[src/rtl/seg7_capture.sv]
// seg7_capture: samples a multiplexed active-low 7-segment bus and decodes each digit back to hex.
// Latency: a value first sampled at edge k is captured and reflected on the outputs at edge k+STABLE_CYC.
// Backpressure: none; this is a passive monitor, and captures are never stalled or dropped.
// Ports: an/seg are the sampled bus. clr clears the sticky bad/bus_err flags.
//        digits/dvalid/dp/blank/bad hold per-digit state. bus_err flags a multi-hot anode.
//        upd/upd_idx pulse once per one-hot capture.
module seg7_capture #(
   parameter int NDIG       = 8,
   parameter int STABLE_CYC = 4
) (
   input  logic              clk,
   input  logic              rst,
   input  logic [NDIG-1:0]   an,
   input  logic [7:0]        seg,
   input  logic              clr,
   output logic [4*NDIG-1:0] digits,
   output logic [NDIG-1:0]   dvalid,
   output logic [NDIG-1:0]   dp,
   output logic [NDIG-1:0]   blank,
   output logic [NDIG-1:0]   bad,
   output logic              bus_err,
   output logic              upd,
   output logic [3:0]        upd_idx
);

   localparam int W  = NDIG + 8;
   localparam int RW = $clog2(STABLE_CYC + 1);
   localparam logic [RW-1:0] RUN_MAX = RW'(STABLE_CYC);

   logic [W-1:0]      r0_q, r0_d, r1_q, r1_d;
   logic [RW-1:0]     run_q, run_d;
   logic              cap_q, cap_d;
   logic [4*NDIG-1:0] digits_q, digits_d;
   logic [NDIG-1:0]   dvalid_q, dvalid_d, dp_q, dp_d, blank_q, blank_d, bad_q, bad_d;
   logic              bus_err_q, bus_err_d, upd_q, upd_d;
   logic [3:0]        upd_idx_q, upd_idx_d;

   logic [NDIG-1:0]   cap_an;
   logic [7:0]        cap_seg;
   logic [4:0]        lo_cnt;
   logic [3:0]        lo_idx;
   logic [4:0]        dec;
   int                idx;

   // Active-low pattern (dp off) to {hit, value}.
   function automatic logic [4:0] decode(input logic [6:0] p);
      logic [4:0] r;
      r = 5'h00;
      case ({p, 1'b1})
         8'h03: r = 5'h10;
         8'h9F: r = 5'h11;
         8'h25: r = 5'h12;
         8'h0D: r = 5'h13;
         8'h99: r = 5'h14;
         8'h49: r = 5'h15;
         8'h41: r = 5'h16;
         8'h1F: r = 5'h17;
         8'h01: r = 5'h18;
         8'h09: r = 5'h19;
         8'h11: r = 5'h1A;
         8'hC1: r = 5'h1B;
         8'h63: r = 5'h1C;
         8'h85: r = 5'h1D;
         8'h61: r = 5'h1E;
         8'h71: r = 5'h1F;
         default: r = 5'h00;
      endcase
      return r;
   endfunction

   // Stability tracking. run reflects whether r0 == r1 after this edge, so it
   // is computed from the values about to be loaded rather than the old ones.
   always_comb begin
      r0_d = {an, seg};
      r1_d = r0_q;
      if (r0_d == r1_d) begin
         run_d = (run_q == RUN_MAX) ? run_q : run_q + 1'b1;
      end else begin
         run_d = RW'(1);
      end
      // Fire only on the transition into saturation, so a held value captures once.
      cap_d = (run_d == RUN_MAX) && (run_q != RUN_MAX);
   end

   // Anode classification of the settled sample in r1.
   always_comb begin
      cap_an  = r1_q[W-1:8];
      cap_seg = r1_q[7:0];
      lo_cnt  = 5'd0;
      lo_idx  = 4'd0;
      for (int i = 0; i < NDIG; i++) begin
         if (!cap_an[i]) begin
            lo_cnt = lo_cnt + 5'd1;
            lo_idx = i[3:0];
         end
      end
      idx = int'(lo_idx);
      dec = decode(cap_seg[7:1]);
   end

   always_comb begin
      digits_d  = digits_q;
      dvalid_d  = dvalid_q;
      dp_d      = dp_q;
      blank_d   = blank_q;
      upd_d     = 1'b0;
      upd_idx_d = upd_idx_q;
      // clr is applied first so a flag set by a capture on the same edge survives.
      bad_d     = clr ? '0 : bad_q;
      bus_err_d = clr ? 1'b0 : bus_err_q;
      if (cap_q) begin
         if (lo_cnt == 5'd1) begin
            upd_d     = 1'b1;
            upd_idx_d = lo_idx;
            if (dec[4]) begin
               digits_d[4*idx +: 4] = dec[3:0];
               dvalid_d[idx]        = 1'b1;
               blank_d[idx]         = 1'b0;
               dp_d[idx]            = ~cap_seg[0];
            end else if (&cap_seg[7:1]) begin
               blank_d[idx]  = 1'b1;
               dvalid_d[idx] = 1'b0;
               dp_d[idx]     = ~cap_seg[0];
            end else begin
               bad_d[idx]    = 1'b1;
               dvalid_d[idx] = 1'b0;
               blank_d[idx]  = 1'b0;
            end
         end else if (lo_cnt >= 5'd2) begin
            bus_err_d = 1'b1;
         end
      end
   end

   always_ff @(posedge clk) begin
      if (rst) begin
         r0_q      <= '0;
         r1_q      <= '0;
         run_q     <= '0;
         cap_q     <= 1'b0;
         digits_q  <= '0;
         dvalid_q  <= '0;
         dp_q      <= '0;
         blank_q   <= '0;
         bad_q     <= '0;
         bus_err_q <= 1'b0;
         upd_q     <= 1'b0;
         upd_idx_q <= 4'd0;
      end else begin
         r0_q      <= r0_d;
         r1_q      <= r1_d;
         run_q     <= run_d;
         cap_q     <= cap_d;
         digits_q  <= digits_d;
         dvalid_q  <= dvalid_d;
         dp_q      <= dp_d;
         blank_q   <= blank_d;
         bad_q     <= bad_d;
         bus_err_q <= bus_err_d;
         upd_q     <= upd_d;
         upd_idx_q <= upd_idx_d;
      end
   end

   assign digits  = digits_q;
   assign dvalid  = dvalid_q;
   assign dp      = dp_q;
   assign blank   = blank_q;
   assign bad     = bad_q;
   assign bus_err = bus_err_q;
   assign upd     = upd_q;
   assign upd_idx = upd_idx_q;

endmodule

[config.mk]
export PLATFORM = sky130hd
export DESIGN_NAME = seg7_capture
export DESIGN_NICKNAME = d
export VERILOG_FILES = /design/src/rtl/seg7_capture.sv
export SDC_FILE = /design/constraint.sdc
export NUM_CORES = 1
export LEC_CHECK = 0
export ABC_AREA = 1
export BUFFER_PORTS_ARGS = -buffer_cell sky130_fd_sc_hd__buf_2
export CAP_MARGIN = 20
export CORE_MARGIN = 2
export CORE_UTILIZATION = 57
export CTS_CLUSTER_SIZE = 14
export DETAILED_ROUTE_END_ITERATION = 16
export GPL_TIMING_DRIVEN = 0
export PLACE_DENSITY = 0.81
export SETUP_SLACK_MARGIN = 0.05
export SLEW_MARGIN = 5
export SYNTH_ARGS = -nofsm -noshare
export SYNTH_HDL_FRONTEND = slang
export SYNTH_SLANG_ARGS = --single-unit
[constraint.sdc]
create_clock -name clk -period 5.3 [get_ports clk]
set_input_delay 0.53 -clock clk [delete_from_list [all_inputs] [get_ports clk]]
set_output_delay 0.53 -clock clk [all_outputs]
set_load 0.01 [all_outputs]
Yosys cells after proc, flatten, opt, wreduce, memory -nomap -nowiden --
Cells that the tools add are included.
Operators by class: add/subtract/negate cells 9, $lt $le $gt $ge 3, equal/unequal tests 20, shifts and indexed selects 2, multiplexer cells 37, bitwise operators 8, reductions and logical operators 9
Operator list (number):
- 2-to-1 mux 8 bit | 10
- case mux 5 bit (16 select lines) | 1
- adder 5 x 1 -> 5 bit (second input constant) | 7
- == test 7 x 6 -> 1 bit (second input constant) | 5
- 2-to-1 mux 5 bit | 7
- negation 6 -> 33 bit | 1
- variable shift 4 x 33 -> 32 bit (first input constant) | 1
- indexed part select 4 x 33 -> 32 bit | 1
- bitwise mux 32 bit | 1
- == test 7 bit (second input constant) | 4
- 2-to-1 mux 4 bit | 6
- OR 8 bit | 3
- bitwise AND 8 bit | 2
- == test 16 bit | 1
- == test 7 x 3 -> 1 bit (second input constant) | 2
- == test 7 x 4 -> 1 bit (second input constant) | 2
- bitwise mux 8 bit | 1
- 2-to-1 mux 1 bit | 8
- NOT 8 bit | 1
- == test 7 x 1 -> 1 bit (second input constant) | 1
- == test 7 x 5 -> 1 bit (second input constant) | 1
- logical NOT 7 bit | 1
- AND reduction 7 bit | 1
- == test 3 bit (second input constant) | 2
- other kinds (14) | 18
Storage, ports and cells: flip-flop bits (word level) 106

Depth between registers and ports, before layout --
Gate-level depths: netlist of run 1.
depth in word-level cells 19, depth in mapped cells 32

Least setup slack after synthesis of run 1 --
No wires, ideal clock.
path type register to register, start point register r1_q[9], end point register digits_q[24], in the netlist digits[24], library setup time 0.132 ns, arrival time 4.517 ns, data required time 5.168 ns, setup slack 0.651 ns, cell stages (with the launch flop) 30, clock period less this slack 4.649 ns, cell sequence dfxtp_1 inv_1 ha_1 inv_1 nand2_1 nand2_1 ha_1 or2_2 and2_1 ha_1 nand2_1 nand2_1 ha_1 or2_2 nand2_1 inv_1 ha_1 nand2_1 nand2_1 ha_1 or2_2 nand2_1 inv_1 nor2_1 nand4_1 nor2_4 buf_4 nand3_1 nand2_1 a21oi_1
On the way: word-level cells in the longest chain between the ends 15, elaborated cells on any way between the ends 26, classes of those cells add/sub (7); eq/ne (1); shift (2); mux (15); reduce/logical (1)
RTL lines:
- from (decl) | line 30 | logic [W-1:0] r0_q, r0_d, r1_q, r1_d;
- from (signal assigned) | line 151 | r1_q <= r1_d;
- 2-to-1 mux 5 bit | line 92 | if (!cap_an[i]) begin
- adder 5 x 1 -> 5 bit | line 93 | lo_cnt = lo_cnt + 5'd1;
- 2-to-1 mux 5 bit | line 92
- adder 5 x 1 -> 5 bit | line 93
- 2-to-1 mux 5 bit | line 92
- adder 5 x 1 -> 5 bit | line 93
- 2-to-1 mux 5 bit | line 92
- adder 5 x 1 -> 5 bit | line 93
- 2-to-1 mux 5 bit | line 92
- adder 5 x 1 -> 5 bit | line 93
- 2-to-1 mux 5 bit | line 92
- adder 5 x 1 -> 5 bit | line 93
- 2-to-1 mux 5 bit | line 92
- == test 5 x 1 -> 1 bit | line 112 | if (lo_cnt == 5'd1) begin
- AND reduction 3 bit (no source line)
- to (signal assigned) | line 154 | digits_q <= digits_d;
- to (decl) | line 33 | logic [4*NDIG-1:0] digits_q, digits_d;
Parallel ways exist; a longest one is shown, timed or not. A chain may end at the register's enable or synchronous reset.

Worst setup path after layout of run 1 --
start point register r1_q[9], end point register digits_q[7], in the netlist digits[7]
The elaborated chain is that of the path after synthesis.

==> results of run 1 <==
cell type report:
cell class,count,area share
Timing Repair Buffer,87,0.07289
Sequential cell,105,0.3406
Multi-Input combinational cell,549,0.4367
Clock inverter,6,0.009719
Inverter,118,0.07167
Buffer,29,0.02369
Clock buffer,10,0.02227
Tap cell,111,0.02247
power by group through the flow:
stage	Combinational, mW	Clock [mW]	Sequential [mW]
after floorplan	0.221	0	0.826
after global placement	0.274	0	0.828
final	0.312	0.488	0.810
after detailed placement	0.285	0	0.828
after global routing	0.355	0.524	0.812
after CTS	0.286	0.496	0.810
critical path: cells and delay by family, from the launching register on:
kind	cells	cell delay (ps)
flip-flops	1	340
adder cells (fa/ha/maj)	6	1670
AO/OA/AOI/OAI	1	170
AND/OR/NAND/NOR	16	2290
buffers and inverters	6	520
cell families after synthesis:
group | share of synthesized area
compound gates | 0.08605
xor+xnor | 0.01805
fa+ha+maj | 0.02579
buf+inv | 0.1083
flops | 0.3939
other cells | 0.0007027
simple gates | 0.3672
timing repair:
item,in CTS,in global routing
hold endpoints to repair,0,0
setup endpoints to repair,0,64
buffers inserted,0,1
gates resized for setup,0,14
worst paths after layout:
path            from   endpoint  slack (ps)  depth (start not counted)
max          r1_q[9]  digits[7]         240                         29
min           seg[2]    r0_q[2]         370                          3
min reg2reg  r0_q[2]    r1_q[2]         440                          2
max reg2reg  r1_q[9]  digits[7]         240                         29
Yosys cell counts (all sizes together):
cell	number
or2	4
o21bai	1
conb	1
a21oi	59
and3	1
ha	11
a221oi	2
xnor2	1
nor3	27
o22ai	3
nand2	166
nand4	37
a31oi	2
inv	116
o21ai	20
buf	12
nor4	5
a211oi	1
clkbuf	17
and2	1
nor2	130
dfxtp	105
xor2	10
clkinv	2
nand3	67
stage by stage:
stage,cells,util,total power [mW],setup TNS [ps]
detailed placement,998,0.6452,1.113,0
global placement,998,0.6452,1.101,0
floorplan,801,-,1.047,0
finish,1015,0.6752,1.610,0
global route,1015,0.6752,1.690,-1.301
CTS,1014,0.6668,1.592,0
layer usage:
layer  wire length [µm]  vias up
met4                202        0
met1               6296     2416
met2               6333      198
met3               1069       24
met5                  0        -
li1                   -     2771
==> results by group, run 1 <==
Status
  – Status: finished, final reports clean

Floorplanning
  – # IOs: 89
  – CORE AREA: slightly above 9000 µm²
  – Initial Util: 0.5830
  – Area of the die: 10150 µm²
  – Overall die width: 100.8 µm
  – Die Height: 100.8 µm
  – Cell row count: 35

Worst setup path
  – Critical path required time: 5610 ps
  – CP max stage cell: dfxtp_2
  – Crit path max fanout: 10
  – Critical Path Max Stage Delay: 340 ps
  – Worst endpoint data arrival time: 5370 ps
  – CP Launch Type: flop
  – Kind of critical path: reg2reg
  – Critical path capture point type: flop

Cells and area
  – Syn-to-layout area delta: 15.80%
  – Commonest non-fill, non-tap cell in the layout: nand2_1
  – Fin area: 6180 µm²
  – Register Area: approximately 2100 µm²
  – Fill count: 860
  – ANT cells: 0
  – Nets: between 900 and 1000
  – Multi-input gate area: 2699 µm²
  – Most frequent cells in the layout: nand2_1 (161), nor2_1 (118), inv_1 (111)
  – Layout cells sized above 1: 0.1626

Pwr
  – Int Power: 1.103 mW
  – Clk network pwr share: 0.303
  – Leak: about 2.8 nW
  – NetSw: 0.5071 mW
  – Combinational share of power: 0.194
  – Switching share of power: 0.3150
  – PwrDens: 260.5 nW/µm²
  – Reg power frac: 0.503
  – VDD IR-drop max: 182.7 µV

Yosys
  – Net Count, Synth: 831
  – Ys Warns: 0
  – Syn avg cell area: between 6 and 7 µm²
  – Synth area leader: dfxtp_1
  – Number of synthesized register bits: 105
  – Sequential share of the synthesized area: 0.3939
  – Synth Instances: 801
  – Post-Syn Area: between 5000 and 6000 µm²
  – Top-area cell type share of the netlist area: 0.3939
  – Top cells by area, synth: dfxtp_1 (39%), nand2_1 (12%), nor2_1 (8.3%), inv_1 (7.8%), nand3_1 (6.0%)
  – Post-synthesis cell type count: 35

Timing
  – Max_slew headroom: 0.3365
  – Part of the cycle the worst path needs: 0.9543
  – Final setup vio count: 0
  – Final Hold Vio Count: 0
  – Fmax: 197.7 MHz
  – Final WS setup: 242.4 ps
  – Period minus WS final: approximately 5000 ps
  – Clock skew: about 8.6 ps
  – Worst hold slack: 372.7 ps
  – Slew Viols, Final: 0
  – Worst Tran Pin Value: 986.2 ps

Drt
  – WL/cell: 13.70 µm
  – Drt pass-1 iters: 7
  – Iteration-0 DRC Markers: between 400 and 500
  – Total wire length: 13.90 mm
  – Routed via count: about 5400
  – Vias/cell: around 5.3
  – Antenna Nets Post-Route: 0
  – Drc violations: 0

Place
  – DP HPWL: about 11 mm
  – DP Worst Slack: between 60 and 70 ps
  – Routability cong.: 1.014
  – I/O Buffers: 86
  – Placement-stage cell area: between 5000 and 6000 µm²

GRT
  – Initial antenna violation count: 0
  – GR Layer Usage met3: 0.05687
  – Busiest grt layer: met2
  – Number of global-route vias before repair: ~5000
  – Global route overflow: 0
  – Total track usage: 0.2834
  – GR Layer Usage met2: 0.4579
  – Largest net degree at the start of global routing: 20
  – Met1 usage: 0.3791
  – First-pass GRT wire length: between 20 and 25 mm

CTS
  – Clk_lat worst skew: 370 ps
  – H-tree depth: 3
  – Hold Buf Count CTS: 0
  – CTS buffer count: 9
  – Root buffer cell: clkbuf_8
  – CTS max path bufs: 2
  – CTS clock-pin slew for the worst setup and hold paths: 100 ps
  – CTS tree: yes
  – Clk sinks: ~110

Worst hold path
  – Worst min path class: in2reg

Flow run
  – Max-cap violations: 0
(Power assumes the default switching activity.)
==> inputs of run 2 (changes only) <==
CORE_UTILIZATION = 58   (was 57)
CTS_BUF_LIST = sky130_fd_sc_hd__clkbuf_4 sky130_fd_sc_hd__clkbuf_8   (was default)
PLACE_DENSITY = 0.82   (was 0.81)
==> run 2 against run 1 <==
Global-route usage shrank 0.67 points; routed wire length shrank 0.14%; clock power grew 8.0%; sequential cell count is the same; non-clock buffer count increased by 2; clock skew grew 4.1 ps; worst hold slack better by 0.95 ps; final cell count grew 0.30%; utilization up 1.2 points; critical endpoint unchanged; highest routed layer unchanged.
==> results by group, run 2 (synthesis gave the netlist of run 1 again) <==
Worst setup path
  – Most numerous cell on the critical path: ha_1
  – Worst-case reg-to-reg path depth: 29
  – Critical path capture point type: flop
  – R2R Path End: digits[7]
  – Kind of critical path: reg2reg
  – FF-to-FF Start: r1_q[9]
  – Crit path max fanout: 10
  – R2r setup slk: 320 ps
  – CP Launch Type: flop
  – Critical path required time: 5610 ps
  – Worst endpoint data arrival time: 5290 ps
  – CP max stage cell: dfxtp_2
  – Critical Path Max Stage Delay: 340 ps

Cells and area
  – Fill count: roughly 830
  – Nets: 932
  – Syn-to-layout area delta: 16.76%
  – Commonest non-fill, non-tap cell in the layout: nand2_1
  – Layout cells sized above 1: 0.1676
  – Multi-input gate area: between 2000 and 3000 µm²
  – Register Area: 2105 µm²
  – ANT cells: 0
  – Most frequent cells in the layout: nand2_1 (159), nor2_1 (118), inv_1 (111)

GRT
  – Total track usage: 0.2767
  – Initial antenna violation count: 0
  – First-pass GRT wire length: roughly 23 mm
  – Global route overflow: 0
  – Largest net degree at the start of global routing: 18
  – Number of global-route vias before repair: 4904

Timing
  – Slew Viols, Final: 0
  – Worst Tran Pin Value: 950.5 ps
  – Final Hold Vio Count: 0
  – Clock skew: 12.61 ps
  – Fmax: 200.7 MHz
  – RSZ-0062 raised after global routing: false
  – Period minus WS final: 4984 ps
  – Total negative setup slack: 0 ps
  – Max_slew headroom: 0.3605
  – Final WS setup: 316.4 ps
  – Part of the cycle the worst path needs: 0.9403
  – Final setup vio count: 0

Pwr
  – Int Power: 1.157 mW
  – PwrDens: 265.4 nW/µm²
  – NetSw: 0.4964 mW
  – Clk network pwr share: 0.319
  – Reg power frac: 0.490
  – Switching share of power: 0.3002
  – VDD IR-drop max: 151.7 µV
  – Combinational share of power: 0.191
  – Leak: between 2 and 3 nW

Drt
  – WL/cell: 13.64 µm
  – Antenna Nets Post-Route: 0
  – Vias/cell: 5.399
  – Drc violations: 0
  – Iteration-0 DRC Markers: 459
  – Routed via count: 5496
  – Drt pass-1 iters: 6
  – Total wire length: approximately 14 mm

Floorplanning
  – Overall die width: 99.92 µm
  – Area of the die: 9984 µm²
  – CORE AREA: 9065 µm²
  – # IOs: 89
  – Cell row count: 35
  – Initial Util: 0.5887
  – Die Height: 99.92 µm

CTS
  – Clk_lat worst skew: 370 ps
  – CTS max path bufs: 2
  – H-tree depth: 3
  – Clk sinks: 105
  – CTS tree: yes
  – CTS clock-pin slew for the worst setup and hold paths: around 100 ps
  – Root buffer cell: clkbuf_8
  – CTS buffer count: 9

Place
  – DP Worst Slack: 49.93 ps
  – DP HPWL: ~11 mm
  – I/O Buffers: 86
  – Routability cong.: 0.9826

Status
  – Status: finished, final reports clean

Worst hold path
  – Worst min path class: in2reg
  – Worst Hold End: r0_q[13]
  – Min-Delay Startpoint: an[5]
  – Hold path depth: 3

Flow run
  – Max-cap violations: 0
run 2: cell count changes in the layout (fill, tap and decap cells not counted), sizes merged:
cell / delta
inv: -2
bufinv: +1
clkinvlp: +1
clkbuf: +1
nor2: +1
clkinv: -1
buf: +2
run 2: layout make-up:
| type | instances | share of cell area |
|---|---|---|
| Clock inverter | 5 | 0.009639 |
| Tap cell | 111 | 0.02229 |
| Timing Repair Buffer | 89 | 0.07430 |
| Multi-Input combinational cell | 550 | 0.4365 |
| Sequential cell | 105 | 0.3378 |
| Clock buffer | 11 | 0.02430 |
| Inverter | 118 | 0.07108 |
| Buffer | 29 | 0.02410 |
run 2: worst max-delay path by stage:
stage	cells past startpoint	start	to
global route	29	r1_q[9]	digits[4]
floorplan	29	r1_q[9]	digits[24]
CTS	29	r1_q[9]	digits[25]
finish	29	r1_q[9]	digits[7]
global placement	29	r1_q[9]	digits[27]
detailed placement	29	r1_q[9]	digits[25]
run 2: critical path, delay by kind of cell (launching register included):
kind,cells,cell delay (ps)
AND/OR/NAND/NOR,16,2220
adder cells (fa/ha/maj),6,1670
buffers and inverters,6,520
flip-flops,1,340
AO/OA/AOI/OAI,1,170
run 2: per-stage QoR:
step / utilization / power [mW] / area (µm²) / hold WS (ps) / cells
CTS: 0.6770 / 1.629 / 6137 / 371.9 / 1015
global route: 0.6874 / 1.733 / 6231 / 376.4 / 1018
global placement: 0.6515 / 1.099 / 5906 / 421.1 / 998
detailed placement: 0.6515 / 1.110 / 5906 / 428.4 / 998
finish: 0.6874 / 1.654 / 6231 / 373.6 / 1018
floorplan: - / 1.047 / 5336 / 414.9 / 801
run 2: routing by layer:
metal	wire [µm]	track usage	vias up
met2	6374	0.4626	248
li1	-	-	2774
met1	6238	0.3774	2456
met3	1083	0.04248	18
met4	188	0.06955	0
met5	0	0	-
run 2: repair_timing:
action / 4_1_cts / 5_1_grt
setup endpoints to repair: 5 / 66
buffers inserted: 1 / 1
cloned: 0 / 2
pin swaps: 1 / 8
gates resized for setup: 0 / 18
hold buffers: 0 / 0
run 2: power by group through the flow:
stage          combinational, mW  sequential [mW]  clock, mW
2_1_floorplan              0.221            0.826          0
3_3_place_gp               0.271            0.828          0
3_5_place_dp               0.282            0.828          0
4_1_cts                    0.292            0.810      0.527
5_1_grt                    0.359            0.812      0.562
6_report                   0.316            0.810      0.527
